[src/rtl/gray_counter_updown_pkg.sv]
// gray_counter_updown_pkg: mode constants and Gray/binary helper functions
package gray_counter_updown_pkg;

   localparam int GRAY_WRAP = 0;
   localparam int GRAY_SAT  = 1;

   function automatic logic [31:0] bin2gray(input logic [31:0] x);
      return x ^ (x >> 1);
   endfunction

   // Each binary bit is the XOR of all Gray bits from the MSB down to it
   function automatic logic [31:0] gray2bin(input logic [31:0] x);
      logic [31:0] r;
      r = x;
      for (int i = 1; i < 32; i++) r = r ^ (x >> i);
      return r;
   endfunction

endpackage

[src/rtl/gray_counter_updown_gray2bin_conv.sv]
// gray2bin_conv: combinational Gray-to-binary converter for the load path
module gray2bin_conv #(
   parameter int WIDTH = 3
) (
   input  logic [WIDTH-1:0] gray,
   output logic [WIDTH-1:0] bin
);

   // Prefix XOR from the MSB, written per bit so there is no combinational chain on bin itself
   always_comb begin
      bin = '0;
      for (int i = 0; i < WIDTH; i++) bin[i] = ^(gray >> i);
   end

endmodule

[src/rtl/gray_counter_updown.sv]
// gray_counter_updown: parametrised up/down Gray counter with load, saturate mode and Mealy tc; GRAY_CNT_BIN_OUT_EN adds bin_out
import gray_counter_updown_pkg::*;

module gray_counter_updown #(
   parameter int WIDTH    = 3,
   parameter int SATURATE = GRAY_WRAP
) (
   input  logic             clk,
   input  logic             reset,
   input  logic             en,
   input  logic             upNotDown,
   input  logic             load,
   input  logic [WIDTH-1:0] load_value,
   output logic [WIDTH-1:0] salida,
`ifdef GRAY_CNT_BIN_OUT_EN
   output logic [WIDTH-1:0] bin_out,
`endif
   output logic             tc
);

   logic [WIDTH-1:0] bin, g, next_bin, load_bin, step;
   logic             term, sat_hold;

   gray2bin_conv #(.WIDTH(WIDTH)) u_conv (
      .gray(load_value),
      .bin (load_bin)
   );

   // Next binary value: load beats counting, saturate mode freezes at the terminal value
   always_comb begin
      term     = upNotDown ? (bin == '1) : (bin == '0);
      sat_hold = (SATURATE == GRAY_SAT) && term;
      step     = upNotDown ? bin + 1'b1 : bin - 1'b1;
      next_bin = load ? load_bin : (en && !sat_hold) ? step : bin;
      tc       = en & ~load & ~reset & term;
   end

   // Binary and Gray registers move together so salida is a clean registered Gray code
   always_ff @(posedge clk or posedge reset) begin
      if (reset) begin
         bin <= '0;
         g   <= '0;
      end else begin
         bin <= next_bin;
         g   <= next_bin ^ (next_bin >> 1);
      end
   end

   assign salida = g;
`ifdef GRAY_CNT_BIN_OUT_EN
   assign bin_out = bin;
`endif

endmodule

[config.mk]
export PLATFORM = sky130hd
export DESIGN_NAME = gray_counter_updown
export DESIGN_NICKNAME = d
export VERILOG_FILES = /design/src/rtl/gray_counter_updown_pkg.sv /design/src/rtl/gray_counter_updown_gray2bin_conv.sv /design/src/rtl/gray_counter_updown.sv
export SDC_FILE = /design/constraint.sdc
export NUM_CORES = 1
export LEC_CHECK = 0
export CORE_AREA = 2 2 39 41
export CTS_BUF_LIST = sky130_fd_sc_hd__clkbuf_8
export CTS_CLUSTER_SIZE = 25
export DETAILED_ROUTE_END_ITERATION = 7
export DIE_AREA = 0 0 41 43
export GPL_ROUTABILITY_DRIVEN = 0
export PLACE_DENSITY = 0.61
export SETUP_SLACK_MARGIN = 0.3
export SYNTH_ARGS = -nofsm -noshare
export SYNTH_HDL_FRONTEND = slang
export SYNTH_SLANG_ARGS = --single-unit
[constraint.sdc]
create_clock -name clk -period 2.4 [get_ports clk]
set_clock_uncertainty 0.15 [all_clocks]
set_input_delay 0.36 -clock clk [delete_from_list [all_inputs] [get_ports clk]]
set_output_delay 0.36 -clock clk [all_outputs]
set_load 0.02 [all_outputs]
==> reports/qor.yml <==
cp_cell_sequence: "or4_4, a2111oi_4, buf_4"
rsz0062_at_grt: "yes"
antenna_cells: 0
cp.arrival_ns: 1.62
end_kind: "primary output"
ys.flop_type: "dfrtp_1"
grt_pass1_vias: 338
p_per_area_mw_per_mm2: 732
clockBufferDepth: 2
yosysSeqAreaShare_pct: 38.5
min_period_ns: 2.13
synth_cell_types: 18
ys_ff_latch: 5
htreeDepth: 1
nets: 64
wirelength_um: 704
min_path_type: "in2async"
cts.sinks: 5
grt_max_degree: 9
synth_area_um2: 325
crit_path_max_incr_delay_ns: 0.54
worstSetupStartpointType: "flop"
final_util_pct: 39.5
layout-drive-gt1-share_pct: 22.2
setup_viol: 0
core-area_mm2: 0.00138
yosys-top-cells-area: "dfrtp_1 (38%), xor2_1 (11%), fa_1 (6.2%), inv_1 (5.8%), xnor2_1 (5.4%)"
post-place-ws_ns: -0.365
syn-num-nets: 44
instances_no_fill: 70
initial_utilization_pct: 23.5
antenna_found_initial: 0
timing.final.crit_share_pct: 88.6
status: "finished, final reports clean"
place_inst: 66
fmax_mhz: 470
slew-limit-headroom_pct: 80.9
clk_latency_ns: 0.22
yosysWarnings: 0
path_max_fanout: 2
portBuffers: 11
final_max_slew_viol_count: 0
cap_violations: 0
tns_ns: 0
post_cts_buffers: 0
grt_pass1_wl_mm: 1.25
cts.clk_slew.worst_paths_ns: 0.04
synth_common_cells: "dfrtp_1 (5), inv_1 (5), xor2_1 (4)"
cts_buffers: 3
syn_to_final_growth_pct: 68.1
root_buffer: "clkbuf_8"
crit_slowest_cell: "or4_4"
hold_violations: 0
drt_iter0_markers: 4
die_w_um: 41
track_usage_pct: 11.1
die_h_um: 43
syn_area_per_cell_um2: 9.29
antenna_left: 0
setup_ws_ns: 0.274
required_ns: 1.89
rows: 14
vias: 303
yosys.area.top_type: "dfrtp_1"
worst_pin_slew_ns: 0.284
io_pins: 12
synth_top_area_share_pct: 38.5
ys_async_sr_fraction_pct: 100
leakage_nw: 0.248
firstDrtPassIters: 4
peakVddDrop_mv: 0.314
critPathKind: "reg2out"
drc_errors: 0
overflow: 0
ctsHoldBuffers: 0
dieArea_mm2: 0.00176
drt-wirelength-per-cell_um: 10.1
synth_edf_count: 0
hpwlAfterDp_um: 584
cts_tree: "yes"
netlist_instances: 35
drt-vias-per-instance: 4.33
[cell families (layout without fill, tap and decap cells)]
kind of cell	Yosys count	count (layout)	share of synthesized area, %
simple gates	8	8	12.7
compound gates	8	8	17.3
fa+ha+maj	1	1	6.15
xor+xnor	6	6	16.2
flops	5	5	38.5
buf+inv	7	26	9.23
[per-layer routing]
layer	vias to the layer above	global-route usage, %	wire [µm]
met5	-	0	0
met4	0	10.0	12
met1	139	9.87	254
li1	151	-	-
met2	11	18.4	405
met3	2	3.14	31
[cell usage in the layout, fill, tap and decap left out, drive strengths merged]
cell type | synthesis | routed
a2111oi | 1 | 1
a21boi | 1 | 1
a21oi | 2 | 2
and3 | 1 | 1
buf | 1 | 7
clkbuf | 1 | 3
clkdlybuf4s50 | 0 | 9
dfrtp | 5 | 5
dlygate4sd2 | 0 | 1
fa | 1 | 1
inv | 5 | 6
nand2 | 3 | 3
nand2b | 1 | 1
nand4 | 1 | 1
nor2 | 1 | 1
o21ai | 3 | 3
o31a | 1 | 1
or4 | 1 | 1
xnor2 | 2 | 2
xor2 | 4 | 4
[worst max-delay path, delay by kind of cell (launching register included)]
| family | cells | cell delay (ns) |
|---|---|---|
| flip-flops | 1 | 0.37 |
| AO/OA/AOI/OAI | 1 | 0.30 |
| AND/OR/NAND/NOR | 1 | 0.54 |
| buffers and inverters | 1 | 0.19 |
[timing repair]
item                                    in CTS  in global routing
pin swaps                                    2                  0
cloned                                       0                  0
gates resized for setup                      6                  3
endpoints found under the setup margin       2                  1
[cell type report]
cell class / instances / area [µm²]
fillers: 147 / 837
multi-input cells: 23 / 186
repair buffers: 17 / 151
flip-flops and latches: 5 / 125
clock buffers: 3 / 41.3
well taps: 16 / 20.0
inverters: 5 / 18.8
clock inverters: 1 / 3.75
[through the flow]
step	instance area, µm²	power (mW)	hold slack, ns
finish	547	0.400	0.273
global route	547	0.427	0.306
floorplan	325	0.185	-0.0115
global placement	489	0.246	0.473
detailed placement	489	0.250	0.482
CTS	528	0.403	0.247
[state kept, by name, indices dropped and copies added (netlist names)]
name    cells
bin         3
salida      2
[power by group]
part | internal, mW | switching (mW)
combinational | 0.0727 | 0.0699
clock | 0.109 | 0.0394
sequential | 0.102 | 0.00652
[final timing paths]
check / from / end / slack, ns / cells past startpoint
setup / recovery: bin[0] / tc / 0.27 / 3
hold / removal: reset / bin[1] / 0.27 / 2
setup reg to reg: bin[0] / salida[1] / 0.42 / 7
hold reg to reg: bin[0] / bin[0] / 0.54 / 4
max in group asynchronous: reset / salida[1] / 1.66 / 2
min in group clk: bin[0] / bin[0] / 0.54 / 4
Power figures use the tool's default switching activity.
